## src/rtl/mod_counter_ctrl.sv

```systemverilog
// Programmable modulo counter: up/down, free-run or one-shot, registered tc pulse.
// Optional prescaler enabled by defining MODCNT_PRESCALE_EN.
module mod_counter_ctrl #(
    parameter int WIDTH    = 7,
    parameter int MODULO   = 100,
    parameter int PRESCALE = 10
) (
    input  logic             sys_clk,
    input  logic             sys_rst,
    input  logic             en,
    input  logic             start,
    input  logic             stop,
    input  logic             mode,
    input  logic             dir,
    input  logic             load_vld,
    input  logic [WIDTH-1:0] load_val,
    output logic             load_rdy,
    output logic [WIDTH-1:0] cnt,
    output logic             tc,
    output logic             busy
);

    typedef enum logic {
        IDLE = 1'b0,
        RUN  = 1'b1
    } state_t;

    localparam logic [WIDTH-1:0] PERIOD_RST = WIDTH'(MODULO - 1);

    if (MODULO < 1 || (MODULO - 1) >= (2 ** WIDTH)) begin : g_bad_modulo
        $error("MODULO-1 must fit in WIDTH bits");
    end

    if (PRESCALE < 1) begin : g_bad_prescale
        $error("PRESCALE must be at least 1");
    end

    state_t           state_q, state_d;
    logic [WIDTH-1:0] cnt_q, cnt_d;
    logic [WIDTH-1:0] period_q, period_d;
    logic             tc_q, tc_d;
    logic             mode_q, mode_d;
    logic             dir_q, dir_d;
    logic             step;
    logic             at_term;

`ifdef MODCNT_PRESCALE_EN
    localparam int PW = (PRESCALE > 1) ? $clog2(PRESCALE) : 1;
    localparam logic [PW-1:0] PS_LAST = PW'(PRESCALE - 1);

    logic [PW-1:0] presc_q, presc_d;
`endif

    assign load_rdy = (state_q == IDLE);
    assign cnt      = cnt_q;
    assign tc       = tc_q;
    assign busy     = (state_q == RUN);

    // Terminal value depends on the direction latched at start.
    assign at_term = dir_q ? (cnt_q == '0) : (cnt_q == period_q);

    always_ff @(posedge sys_clk) begin
        if (sys_rst) begin
            state_q  <= IDLE;
            cnt_q    <= '0;
            period_q <= PERIOD_RST;
            tc_q     <= 1'b0;
            mode_q   <= 1'b0;
            dir_q    <= 1'b0;
`ifdef MODCNT_PRESCALE_EN
            presc_q  <= '0;
`endif
        end else begin
            state_q  <= state_d;
            cnt_q    <= cnt_d;
            period_q <= period_d;
            tc_q     <= tc_d;
            mode_q   <= mode_d;
            dir_q    <= dir_d;
`ifdef MODCNT_PRESCALE_EN
            presc_q  <= presc_d;
`endif
        end
    end

    always_comb begin
        state_d  = state_q;
        cnt_d    = cnt_q;
        period_d = period_q;
        tc_d     = 1'b0;
        mode_d   = mode_q;
        dir_d    = dir_q;
        step     = 1'b0;
`ifdef MODCNT_PRESCALE_EN
        presc_d  = presc_q;
`endif

        if (load_vld && load_rdy) begin
            period_d = load_val;
        end

        unique case (state_q)
            IDLE: begin
                // A same-cycle load is already visible in period_d.
                if (start && !stop) begin
                    state_d = RUN;
                    mode_d  = mode;
                    dir_d   = dir;
                    cnt_d   = dir ? period_d : '0;
`ifdef MODCNT_PRESCALE_EN
                    presc_d = '0;
`endif
                end
            end
            RUN: begin
                if (stop) begin
                    state_d = IDLE;
`ifdef MODCNT_PRESCALE_EN
                    presc_d = '0;
`endif
                end else begin
`ifdef MODCNT_PRESCALE_EN
                    if (en) begin
                        if (presc_q == PS_LAST) begin
                            presc_d = '0;
                            step    = 1'b1;
                        end else begin
                            presc_d = presc_q + 1'b1;
                        end
                    end
`else
                    step = en;
`endif
                    if (step) begin
                        if (at_term) begin
                            cnt_d = dir_q ? period_q : '0;
                            tc_d  = 1'b1;
                            if (mode_q) begin
                                state_d = IDLE;
                            end
                        end else if (dir_q) begin
                            cnt_d = cnt_q - 1'b1;
                        end else begin
                            cnt_d = cnt_q + 1'b1;
                        end
                    end
                end
            end
            default: state_d = IDLE;
        endcase
    end

endmodule

```

## config.mk

```make
export PLATFORM = sky130hd
export DESIGN_NAME = mod_counter_ctrl
export DESIGN_NICKNAME = d
export VERILOG_FILES = /design/src/rtl/mod_counter_ctrl.sv
export SDC_FILE = /design/constraint.sdc
export NUM_CORES = 1
export LEC_CHECK = 0
export CAP_MARGIN = 20
export CORE_ASPECT_RATIO = 1.75
export CORE_MARGIN = 2
export CORE_UTILIZATION = 51
export CTS_CLUSTER_SIZE = 25
export DETAILED_ROUTE_END_ITERATION = 8
export PLACE_DENSITY_LB_ADDON = 0.3
export SYNTH_ARGS = -nofsm -noshare
export SYNTH_HDL_FRONTEND = slang
export SYNTH_SLANG_ARGS = --single-unit
```

## constraint.sdc

```tcl
create_clock -name sys_clk -period 2.55 [get_ports sys_clk]
set_input_delay 0.6375 -clock sys_clk [delete_from_list [all_inputs] [get_ports sys_clk]]
set_output_delay 0.6375 -clock sys_clk [all_outputs]
set_load 0.02 [all_outputs]
```

==> results of run 1 <==
cell type report:
class	instances	share of cell area (%)
Multi-Input combinational cell	118	53.73
Clock buffer	3	2.592
Inverter	5	1.178
Sequential cell	18	22.62
Tap cell	25	1.964
Timing Repair Buffer	30	17.91
Yosys cell counts (all sizes together), types with 5 or more instances:
master and n:
nor2 18, o21ai 9, nand2b 9, clkbuf 5
xor2 8, a31oi 5, dfxtp 18, mux2i 8
a21oi 9, nor2b 6, inv 5, ha 5
routing by layer:
layer  wire (um)  vias up
met5           0        -
met4          75        0
met3         234        9
met2        1711       51
met1        1231      577
li1            -      601
per-stage QoR:
stage                     setup slack (ns)  utilization [%]  instances  total power, W  hold slack, ns
after detailed placement            0.1372            66.56        196       0.0005498          0.5152
final                               0.3769            68.33        199       0.0007428          0.5143
after global routing                0.2532            68.33        199       0.0007783          0.5378
after global placement              0.2463            66.56        196       0.0005419          0.4854
after floorplan                     0.5501                -        148       0.0004674          0.4700
after CTS                           0.3747            68.33        199       0.0007449          0.5244
final timing paths:
kind | to | slack [ns]
max reg2reg | busy$_SDFF_PP0_ | 0.38
max | busy$_SDFF_PP0_ | 0.38
min | mode_q$_SDFFE_PP0P_ | 0.51
min reg2reg | mode_q$_SDFFE_PP0P_ | 0.51
kinds of logic after synthesis:
| kind of cell | count (synthesis) |
|---|---|
| AND/OR/NAND/NOR | 54 |
| AO/OA/AOI/OAI | 41 |
| flip-flops | 18 |
| buffers and inverters | 12 |
| multiplexers | 9 |
| XOR/XNOR | 8 |
| adder cells (fa/ha/maj) | 6 |
state kept, by name (all words and copies together), names as in the netlist:
| name | count |
|---|---|
| cnt | 7 |
| tc | 1 |
| busy | 1 |
| period_q | 7 |
| dir_q | 1 |
| mode_q | 1 |
worst max-delay path, delay by kind of cell (launching register included):
family / cells / cell delay (ns)
simple gates: 3 / 1.30
compound gates: 2 / 0.41
flops: 1 / 0.36
cell usage in the layout (no fill, tap or decap), types with 2 or more instances in the layout:
| master | count |
|---|---|
| clkdlybuf4s50_1 | 24 |
| nor2_1 | 18 |
| dfxtp_1 | 18 |
| o21ai_0 | 9 |
| mux2i_1 | 8 |
| nand2b_1 | 8 |
| xor2_1 | 8 |
| a21oi_1 | 7 |
| nor2b_1 | 6 |
| buf_4 | 6 |
| inv_1 | 5 |
| a31oi_1 | 5 |
| ha_1 | 5 |
| a211oi_1 | 4 |
| nand2_1 | 4 |
| a211o_1 | 4 |
| nor4_1 | 3 |
| clkbuf_8 | 3 |
| a21oi_2 | 2 |
| nand3_1 | 2 |
| a221oi_1 | 2 |
| nor4b_1 | 2 |
| nand4_1 | 2 |
where the power goes:
group	internal [W]	total, W	switching, W
sequential	0.000300	0.000326	0.0000265
combinational	0.000111	0.000220	0.000109
clock	0.000105	0.000197	0.0000918
total	0.000516	0.000743	0.000227
==> impl_metrics.prom, run 1 <==
# TYPE chip_impl_metric gauge
chip_impl_metric{name="timing.final.hold_violations",unit=""} 0
chip_impl_metric{name="number_of_distinct_library_cells_after_synthesis",unit=""} 42
chip_impl_metric{name="remaining_drc_errors",unit=""} 0
chip_impl_metric{name="initial_antenna_violation_count",unit=""} 0
chip_impl_metric{name="fin_tns_setup",unit="ns"} 0
chip_impl_metric{name="area.sequential",unit="um^2"} 360.3
chip_impl_metric{name="start_util",unit="%"} 54.16
chip_impl_metric{name="avgSynthCellArea",unit="um^2"} 8.530
chip_impl_metric{name="groute.layer.met1.usage",unit="%"} 25.28
chip_impl_metric{name="layout.cell_area.non_filler",unit="mm^2"} 0.001593
chip_impl_metric{name="clock_skew",unit="ns"} 0.002381
chip_impl_metric{name="finish.net_count",unit=""} 197
chip_impl_metric{name="fillCellCount",unit=""} 197
chip_impl_metric{name="postCtsHoldBufs",unit=""} 0
chip_impl_metric{name="worstSkewPairLatency",unit="ns"} 0.25
chip_impl_metric{name="worst_pin_slew",unit="ns"} 0.5236
chip_impl_info{name="synth_ff_type",value="dfxtp_1"} 1
chip_impl_info{name="status",value="complete, no violations"} 1
chip_impl_metric{name="synth_enable_flop_cells",unit=""} 0
chip_impl_metric{name="global_route_wire_length_before_repair",unit="mm"} 5.423
chip_impl_metric{name="proportion_of_synthesized_flip_flops_having_asynchronous_set_or_reset",unit="%"} 0
chip_impl_metric{name="vdd_ir_drop_max",unit="mV"} 0.1888
chip_impl_metric{name="synth-warning-count",unit=""} 0
chip_impl_info{name="critPathLaunch",value="cnt[1]$_SDFFE_PP0P_"} 1
chip_impl_metric{name="deepest_clock_path_buffer_count",unit=""} 2
chip_impl_metric{name="synth_nets",unit=""} 169
chip_impl_metric{name="max_cap_violations",unit=""} 0
chip_impl_metric{name="r2r_cells",unit=""} 5
chip_impl_metric{name="fin_crit_sh",unit="%"} 85.22
chip_impl_metric{name="synthesis.instances",unit=""} 148
chip_impl_metric{name="min_delay_path_depth",unit=""} 2
chip_impl_metric{name="global_route.usage.met2",unit="%"} 41.32
chip_impl_info{name="worstPathCellList",value="or4_4, nor4b_4, a21oi_2, nand2b_4, o221a_1"} 1
chip_impl_info{name="busiest_grt_layer",value="met2"} 1
chip_impl_metric{name="grt.met3_usage",unit="%"} 5.208
chip_impl_metric{name="gr-usage-all-layers",unit="%"} 23.56
chip_impl_metric{name="post_cts_buffers",unit=""} 0
chip_impl_metric{name="initialDrtViolationCount",unit=""} 44
chip_impl_metric{name="leakage",unit="nW"} 0.6347
chip_impl_metric{name="post_synthesis_cell_area",unit="mm^2"} 0.001262
chip_impl_metric{name="synth-seq-area-share",unit="%"} 28.54
chip_impl_info{name="hold_class",value="flip-flop to flip-flop"} 1
chip_impl_metric{name="grt_max_degree",unit=""} 13
chip_impl_metric{name="maxSlewViolCount",unit=""} 0
chip_impl_metric{name="antenna_left",unit=""} 0
chip_impl_metric{name="synth-xor-area-share",unit="%"} 5.550
chip_impl_metric{name="globalRouteOverflowTotal",unit=""} 0
chip_impl_metric{name="dr_total_vias",unit=""} 1238
chip_impl_metric{name="post_cts.resized_instances",unit=""} 0
chip_impl_metric{name="detail_route.wirelength",unit="mm"} 3.252
chip_impl_metric{name="die_height",unit="um"} 69.82
chip_impl_info{name="main_combinational_cell_family_by_area_after_synthesis",value="simple AND/OR/NAND/NOR gates"} 1
chip_impl_info{name="tritoncts_clock_tree",value="yes"} 1
chip_impl_metric{name="drive_gt1_share",unit="%"} 10.92
chip_impl_metric{name="die_w",unit="um"} 41.61
chip_impl_metric{name="crit_arrival",unit="ns"} 2.32
chip_impl_metric{name="multiInputGateArea",unit="um^2"} 855.8
chip_impl_metric{name="timing.critical_path.required",unit="ns"} 2.69
chip_impl_info{name="slowest_stage",value="or4_4"} 1
chip_impl_metric{name="synth_compound_area_share",unit="%"} 22.99
chip_impl_info{name="clk_root_buffer_cell",value="clkbuf_8"} 1
chip_impl_metric{name="synth-simple-area-share",unit="%"} 25.47
chip_impl_metric{name="via_count_of_the_first_global_routing_pass",unit=""} 1241
chip_impl_metric{name="num_antenna_cells",unit=""} 0
chip_impl_metric{name="io-pin-count",unit=""} 25
chip_impl_metric{name="cts.sink_count",unit=""} 18
chip_impl_info{name="netlist_top_cells_area",value="dfxtp_1 29%, mux2i_1 6.3%, xor2_1 5.6%"} 1
chip_impl_metric{name="final-setup-viol-count",unit=""} 0
chip_impl_info{name="startpoint_type",value="flip-flop"} 1
chip_impl_metric{name="worst_setup_hold_path_clk_slew",unit="ns"} 0.07
chip_impl_metric{name="cts-buffers-inserted",unit=""} 3
chip_impl_metric{name="viasPerCell",unit=""} 6.221
chip_impl_metric{name="hpwl",unit="mm"} 2.468
chip_impl_info{name="setup_repair_after_global_routing_missed_its_margin",value="no"} 1
chip_impl_metric{name="postPlaceCellArea",unit="mm^2"} 0.001551
chip_impl_metric{name="slew_headroom",unit="%"} 64.94
chip_impl_metric{name="finalWeightedCongestion",unit=""} 0.8057
chip_impl_info{name="r2r_start",value="cnt[1]$_SDFFE_PP0P_"} 1
chip_impl_metric{name="area_delta_synth_final",unit="%"} 26.16
chip_impl_metric{name="rows",unit=""} 23
chip_impl_metric{name="detail_route.first_pass.iterations",unit=""} 4
chip_impl_metric{name="muxShareOfSynthArea",unit="%"} 7.235
chip_impl_metric{name="netlist.area_leader.share",unit="%"} 28.54
chip_impl_info{name="worstSetupPathType",value="flip-flop to flip-flop"} 1
chip_impl_metric{name="htreeDepth",unit=""} 1
chip_impl_metric{name="ys_seq_elements",unit=""} 18
chip_impl_metric{name="fp.dieArea",unit="mm^2"} 0.002905
chip_impl_info{name="end_kind",value="flip-flop"} 1
chip_impl_metric{name="timing.final.crit_period",unit="ns"} 2.173
chip_impl_metric{name="power_per_cell_area",unit="mW/mm^2"} 466.3
chip_impl_info{name="hold_path_startpoint",value="mode_q$_SDFFE_PP0P_"} 1
chip_impl_metric{name="worst-path-max-fanout",unit=""} 8
chip_impl_metric{name="cp_slowest_stage_delay",unit="ns"} 0.57
chip_impl_metric{name="core",unit="mm^2"} 0.002331
chip_impl_metric{name="numPortBuffers",unit=""} 24
chip_impl_metric{name="max_freq",unit="MHz"} 460.2
chip_impl_metric{name="synth-adder-area-share",unit="%"} 6.541
chip_impl_info{name="synth.largest_area_cell",value="dfxtp_1"} 1
chip_impl_metric{name="route.detailed.wl_per_inst",unit="um"} 16.34
Note: power is estimated with default switching activity, not from simulation.
==> run 2, diff against run 1 <==
Settings changed: CORE_MARGIN 2 to not set.
==> impl_metrics.prom, run 2 (synthesis gave the netlist of run 1 again) <==
# TYPE chip_impl_metric gauge
chip_impl_info{name="status",value="complete, no violations"} 1
chip_impl_metric{name="rows",unit=""} 23
chip_impl_metric{name="max_freq",unit="MHz"} 456.3
chip_impl_metric{name="power_per_cell_area",unit="mW/mm^2"} 470.4
chip_impl_metric{name="final-setup-viol-count",unit=""} 0
chip_impl_metric{name="route.detailed.wl_per_inst",unit="um"} 17.36
chip_impl_metric{name="vdd_ir_drop_max",unit="mV"} 0.2912
chip_impl_metric{name="leakage",unit="nW"} 0.6347
chip_impl_metric{name="maxSlewViolCount",unit=""} 0
chip_impl_metric{name="slew_headroom",unit="%"} 63.67
chip_impl_metric{name="via_count_of_the_first_global_routing_pass",unit=""} 1240
chip_impl_metric{name="postCtsHoldBufs",unit=""} 0
chip_impl_metric{name="core",unit="mm^2"} 0.002302
chip_impl_metric{name="finish.net_count",unit=""} 197
chip_impl_metric{name="fin_crit_sh",unit="%"} 85.94
chip_impl_metric{name="die_height",unit="um"} 67.82
chip_impl_metric{name="viasPerCell",unit=""} 6.317
chip_impl_metric{name="fp.dieArea",unit="mm^2"} 0.002686
chip_impl_info{name="hold_class",value="flip-flop to flip-flop"} 1
chip_impl_metric{name="post-route-worst-setup-slack",unit="ns"} 0.3586
chip_impl_metric{name="crit_arrival",unit="ns"} 2.34
chip_impl_info{name="startpoint_type",value="flip-flop"} 1
chip_impl_metric{name="worst_setup_hold_path_clk_slew",unit="ns"} 0.07
chip_impl_metric{name="global_route_wire_length_before_repair",unit="mm"} 5.526
chip_impl_metric{name="antenna_left",unit=""} 0
chip_impl_metric{name="drive_gt1_share",unit="%"} 10.92
chip_impl_metric{name="worstSkewPairLatency",unit="ns"} 0.25
chip_impl_info{name="end_kind",value="flip-flop"} 1
chip_impl_metric{name="io-pin-count",unit=""} 25
chip_impl_metric{name="timing.critical_path.required",unit="ns"} 2.70
chip_impl_metric{name="htreeDepth",unit=""} 1
chip_impl_metric{name="num_antenna_cells",unit=""} 0
chip_impl_metric{name="detail_route.first_pass.iterations",unit=""} 4
chip_impl_metric{name="detail_route.wirelength",unit="mm"} 3.454
chip_impl_metric{name="hpwl",unit="mm"} 2.520
chip_impl_metric{name="post_cts_buffers",unit=""} 0
chip_impl_metric{name="cts.sink_count",unit=""} 18
chip_impl_info{name="mostFrequentLayoutCell",value="clkdlybuf4s50_1"} 1
chip_impl_metric{name="timing.final.hold_violations",unit=""} 0
chip_impl_metric{name="worst_pin_slew",unit="ns"} 0.5400
chip_impl_info{name="route.top_layer_used",value="met4"} 1
chip_impl_metric{name="deepest_clock_path_buffer_count",unit=""} 2
chip_impl_info{name="layout_common_cells",value="24 x clkdlybuf4s50_1, 18 x nor2_1, 18 x dfxtp_1"} 1
chip_impl_metric{name="remaining_drc_errors",unit=""} 0
chip_impl_metric{name="die_w",unit="um"} 39.61
chip_impl_metric{name="setup.reg_to_reg.worst_slack",unit="ns"} 0.36
chip_impl_metric{name="wl_met3",unit="um"} 184
chip_impl_info{name="clk_root_buffer_cell",value="clkbuf_8"} 1
chip_impl_info{name="worstSetupPathType",value="flip-flop to flip-flop"} 1
chip_impl_info{name="setup_repair_after_global_routing_missed_its_margin",value="no"} 1
chip_impl_metric{name="area_delta_synth_final",unit="%"} 26.16
chip_impl_metric{name="initialDrtViolationCount",unit=""} 38
chip_impl_metric{name="initial_antenna_violation_count",unit=""} 0
chip_impl_metric{name="postPlaceCellArea",unit="mm^2"} 0.001551
chip_impl_metric{name="dr_total_vias",unit=""} 1257
chip_impl_metric{name="worst-path-max-fanout",unit=""} 8
chip_impl_metric{name="finalWeightedCongestion",unit=""} 0.8780
chip_impl_metric{name="timing.final.crit_period",unit="ns"} 2.191
chip_impl_metric{name="grt_max_degree",unit=""} 12
chip_impl_metric{name="numPortBuffers",unit=""} 24
chip_impl_metric{name="gr-usage-all-layers",unit="%"} 29.53
chip_impl_metric{name="max_cap_violations",unit=""} 0
chip_impl_metric{name="dpl_worst_slack",unit="ns"} 0.2186
chip_impl_metric{name="clock_skew",unit="ns"} 0.001968
chip_impl_metric{name="cts-buffers-inserted",unit=""} 3
chip_impl_metric{name="start_util",unit="%"} 54.84
chip_impl_metric{name="post_cts.resized_instances",unit=""} 0
chip_impl_metric{name="wl_met2",unit="mm"} 1.778
chip_impl_metric{name="fin_tns_setup",unit="ns"} 0
chip_impl_metric{name="detailed_route_wire_length_on_metal_1",unit="mm"} 1.325
chip_impl_metric{name="globalRouteOverflowTotal",unit=""} 0
chip_impl_info{name="tritoncts_clock_tree",value="yes"} 1
chip_impl_metric{name="layout.cell_area.non_filler",unit="mm^2"} 0.001593
-- run 2: critical path, cell delays in order, from the launching register on --
cell and delay (ns):
dfxtp_1 0.37, or4_4 0.57, nor4b_4 0.54, a21oi_2 0.19
nand2b_4 0.20, o221a_1 0.22
-- run 2: cell type report --
type / count / area, um^2
fill: 200 / 709.4
tap: 25 / 31.28
multi-input combinational: 118 / 855.8
sequential: 18 / 360.3
inverter: 5 / 18.77
timing repair buffer: 30 / 285.3
clock buffer: 3 / 41.29
-- run 2: layer usage --
metal  up-vias  GRT usage [%]
met5         -              0
met4         0          16.81
met3        15          3.571
met2        54          50.82
met1       589          33.06
li1        599              -
-- run 2: per-stage QoR --
stage	instances	utilization (%)	power (W)	hold slack, ns
2_1_floorplan	148	-	0.0004674	0.4700
3_3_place_gp	196	67.39	0.0005419	0.4847
3_5_place_dp	196	67.39	0.0005496	0.4954
4_1_cts	199	69.18	0.0007461	0.5098
5_1_grt	199	69.18	0.0007814	0.5433
6_report	199	69.18	0.0007493	0.5103
-- run 2: where the power goes --
part	leakage, nW	total, W	switching [W]	internal [W]
Combinational	0.465	0.000223	0.000112	0.000111
Clock	0.0216	0.000201	0.0000962	0.000105
Sequential	0.148	0.000325	0.0000259	0.000299
-- run 2: worst paths after layout --
kind,startpoint,to,cells after the start
setup / recovery,cnt[1]$_SDFFE_PP0P_,busy$_SDFF_PP0_,5
hold / removal,mode_q$_SDFFE_PP0P_,mode_q$_SDFFE_PP0P_,2
setup reg to reg,cnt[1]$_SDFFE_PP0P_,busy$_SDFF_PP0_,5
hold reg to reg,mode_q$_SDFFE_PP0P_,mode_q$_SDFFE_PP0P_,2
==> run 3, diff against run 2 <==
Settings changed: ABC_AREA set to 1, CORE_UTILIZATION 51 to 52.
==> impl_metrics.prom, run 3 <==
# TYPE chip_impl_metric gauge
chip_impl_metric{name="clock_skew",unit="ns"} 0.004137
chip_impl_metric{name="postCtsHoldBufs",unit=""} 0
chip_impl_metric{name="post_synthesis_cell_area",unit="mm^2"} 0.001358
chip_impl_info{name="end_kind",value="primary output"} 1
chip_impl_info{name="hold_class",value="flip-flop to flip-flop"} 1
chip_impl_info{name="worstPathCellList",value="clkdlybuf4s50_1"} 1
chip_impl_metric{name="fin_crit_sh",unit="%"} 89.97
chip_impl_metric{name="crit_arrival",unit="ns"} 1.66
chip_impl_metric{name="deepest_clock_path_buffer_count",unit=""} 2
chip_impl_metric{name="proportion_of_synthesized_flip_flops_having_asynchronous_set_or_reset",unit="%"} 0
chip_impl_metric{name="timing.critical_path.required",unit="ns"} 1.91
chip_impl_metric{name="timing.final.crit_period",unit="ns"} 2.294
chip_impl_metric{name="cts.sink_count",unit=""} 18
chip_impl_metric{name="worst-path-max-fanout",unit=""} 17
chip_impl_info{name="synth.largest_area_cell",value="dfxtp_1"} 1
chip_impl_metric{name="core",unit="mm^2"} 0.002492
chip_impl_metric{name="worst_setup_hold_path_clk_slew",unit="ns"} 0.07
chip_impl_metric{name="grt_max_degree",unit=""} 18
chip_impl_metric{name="avgSynthCellArea",unit="um^2"} 6.404
chip_impl_metric{name="fillCellCount",unit=""} 237
chip_impl_info{name="status",value="complete, no violations"} 1
chip_impl_metric{name="initial_antenna_violation_count",unit=""} 0
chip_impl_metric{name="vdd_ir_drop_max",unit="mV"} 0.3973
chip_impl_info{name="startpoint_type",value="flip-flop"} 1
chip_impl_metric{name="synth_enable_flop_cells",unit=""} 0
chip_impl_metric{name="detail_route.first_pass.iterations",unit=""} 4
chip_impl_metric{name="finish.net_count",unit=""} 257
chip_impl_info{name="synth_ff_type",value="dfxtp_1"} 1
chip_impl_metric{name="global_route_wire_length_before_repair",unit="mm"} 5.168
chip_impl_metric{name="die_height",unit="um"} 69.59
chip_impl_metric{name="slew_headroom",unit="%"} 62.03
chip_impl_metric{name="power_per_cell_area",unit="mW/mm^2"} 498.9
chip_impl_metric{name="num_antenna_cells",unit=""} 0
chip_impl_metric{name="drive_gt1_share",unit="%"} 7.234
chip_impl_info{name="tritoncts_clock_tree",value="yes"} 1
chip_impl_metric{name="rows",unit=""} 24
chip_impl_metric{name="route.detailed.wl_per_inst",unit="um"} 12.24
chip_impl_info{name="worstSetupPathType",value="flip-flop to primary output"} 1
chip_impl_metric{name="antenna_left",unit=""} 0
chip_impl_info{name="timing.critical_path.max_delay_family",value="buffers and inverters"} 1
chip_impl_metric{name="max_freq",unit="MHz"} 435.9
chip_impl_info{name="yosys.cell_count.top_type",value="nand2_1"} 1
chip_impl_metric{name="initialDrtViolationCount",unit=""} 50
chip_impl_metric{name="post_cts.resized_instances",unit=""} 0
chip_impl_info{name="clk_root_buffer_cell",value="clkbuf_8"} 1
chip_impl_metric{name="max_cap_violations",unit=""} 0
chip_impl_metric{name="globalRouteOverflowTotal",unit=""} 0
chip_impl_metric{name="synthesis.instances",unit=""} 212
chip_impl_metric{name="netlist.area_leader.share",unit="%"} 26.54
chip_impl_metric{name="ys_seq_elements",unit=""} 18
chip_impl_metric{name="leakage",unit="nW"} 0.8059
chip_impl_metric{name="timing.final.hold_violations",unit=""} 0
chip_impl_metric{name="final-setup-viol-count",unit=""} 0
chip_impl_info{name="synth_common_cells",value="72 x nand2_1, 30 x inv_1, 18 x dfxtp_1, 15 x nor2_1, 13 x nand3_1"} 1
chip_impl_metric{name="worstPathBufferInverterCount",unit=""} 1
chip_impl_metric{name="via_count_of_the_first_global_routing_pass",unit=""} 1311
chip_impl_metric{name="dr_total_vias",unit=""} 1373
chip_impl_metric{name="htreeDepth",unit=""} 1
chip_impl_metric{name="fin_tns_setup",unit="ns"} 0
chip_impl_info{name="setup_repair_after_global_routing_missed_its_margin",value="no"} 1
chip_impl_metric{name="cp_slowest_stage_delay",unit="ns"} 0.71
chip_impl_metric{name="worstSkewPairLatency",unit="ns"} 0.26
chip_impl_metric{name="post_cts_buffers",unit=""} 0
chip_impl_metric{name="hpwl",unit="mm"} 2.562
chip_impl_metric{name="synth-seq-area-share",unit="%"} 26.54
chip_impl_metric{name="viasPerCell",unit=""} 5.261
chip_impl_metric{name="synth_nets",unit=""} 233
chip_impl_metric{name="start_util",unit="%"} 54.47
chip_impl_metric{name="maxSlewViolCount",unit=""} 0
chip_impl_metric{name="fp.dieArea",unit="mm^2"} 0.002827
chip_impl_metric{name="gr-usage-all-layers",unit="%"} 25.79
chip_impl_metric{name="postLayoutCoreUtil",unit="%"} 65.81
chip_impl_metric{name="remaining_drc_errors",unit=""} 0
chip_impl_metric{name="numPortBuffers",unit=""} 24
chip_impl_metric{name="cts-buffers-inserted",unit=""} 3
chip_impl_metric{name="detail_route.wirelength",unit="mm"} 3.194
chip_impl_info{name="slowest_stage",value="clkdlybuf4s50_1"} 1
chip_impl_metric{name="io-pin-count",unit=""} 25
chip_impl_metric{name="area_delta_synth_final",unit="%"} 20.83
chip_impl_info{name="mostFrequentLayoutCell",value="nand2_1"} 1
chip_impl_metric{name="die_w",unit="um"} 40.63
chip_impl_info{name="layout_common_cells",value="72 x nand2_1, 30 x inv_1, 24 x clkdlybuf4s50_1"} 1
chip_impl_metric{name="finalWeightedCongestion",unit=""} 0.8136
chip_impl_metric{name="worst_pin_slew",unit="ns"} 0.5687
chip_impl_metric{name="number_of_distinct_library_cells_after_synthesis",unit=""} 28
chip_impl_metric{name="synth-warning-count",unit=""} 0
chip_impl_info{name="netlist_top_cells_area",value="dfxtp_1 27%, nand2_1 20%, inv_1 8.3%"} 1
-- run 3: cell count changes after synthesis, sizes merged, moves of 7 or more --
cell    change
nand2      +70
o21ai       +7
inv        +27
xor2        -7
nand2b      -9
nand3      +11
mux2i       -8
-- run 3: final cells by class --
cell class | instances | area (um^2) | area share, %
clock buffers | 4 | 55.05 | 3.356
inverters | 33 | 126.4 | 7.704
multi-input cells | 156 | 825.8 | 50.34
flip-flops and latches | 18 | 360.3 | 21.97
well taps | 26 | 32.53 | 1.983
repair buffers | 24 | 240.2 | 14.65
-- run 3: cell families after synthesis --
kind of cell | Yosys count | synth area share, %
DFF | 18 | 26.54
adders and majority gates | 6 | 6.083
xor gates and xnor gates | 6 | 3.871
AOI/OAI and AO/OA | 36 | 16.50
and+or+nand+nor | 108 | 34.38
buffers and inverters | 38 | 12.63
-- run 3: final timing paths --
check	start	to	slack [ns]	cells past startpoint
hold / removal	mode_q$_SDFFE_PP0P_	mode_q$_SDFFE_PP0P_	0.53	2
setup / recovery	busy$_SDFF_PP0_	busy	0.26	1
hold reg to reg	mode_q$_SDFFE_PP0P_	mode_q$_SDFFE_PP0P_	0.53	2
setup reg to reg	dir_q$_SDFFE_PP0P_	cnt[4]$_SDFFE_PP0P_	0.52	11
-- run 3: where the power goes --
group / internal [W] / switching (W)
combinational: 0.000110 / 0.000137
sequential: 0.000301 / 0.0000344
clock: 0.000137 / 0.0000987
total: 0.000548 / 0.000270
-- run 3: stage by stage --
step	power (W)	std cells	area [um^2]	setup WS, ns	hold slack, ns
2_1_floorplan	0.0005089	212	1358	0.7442	0.4524
3_3_place_gp	0.0005828	257	1585	0.5384	0.5145
3_5_place_dp	0.0005869	257	1585	0.4955	0.5084
4_1_cts	0.0008229	261	1640	0.2462	0.5278
5_1_grt	0.0008639	261	1640	0.1663	0.5532
6_report	0.0008184	261	1640	0.2556	0.5290
-- run 3: layer usage --
metal	global-route usage, %	share of wire (%)	wire length, um
met4	17.04	5.1	163
met3	1.282	2.1	67
met1	24.90	38	1216
met5	0	0	0
met2	46.03	55	1747
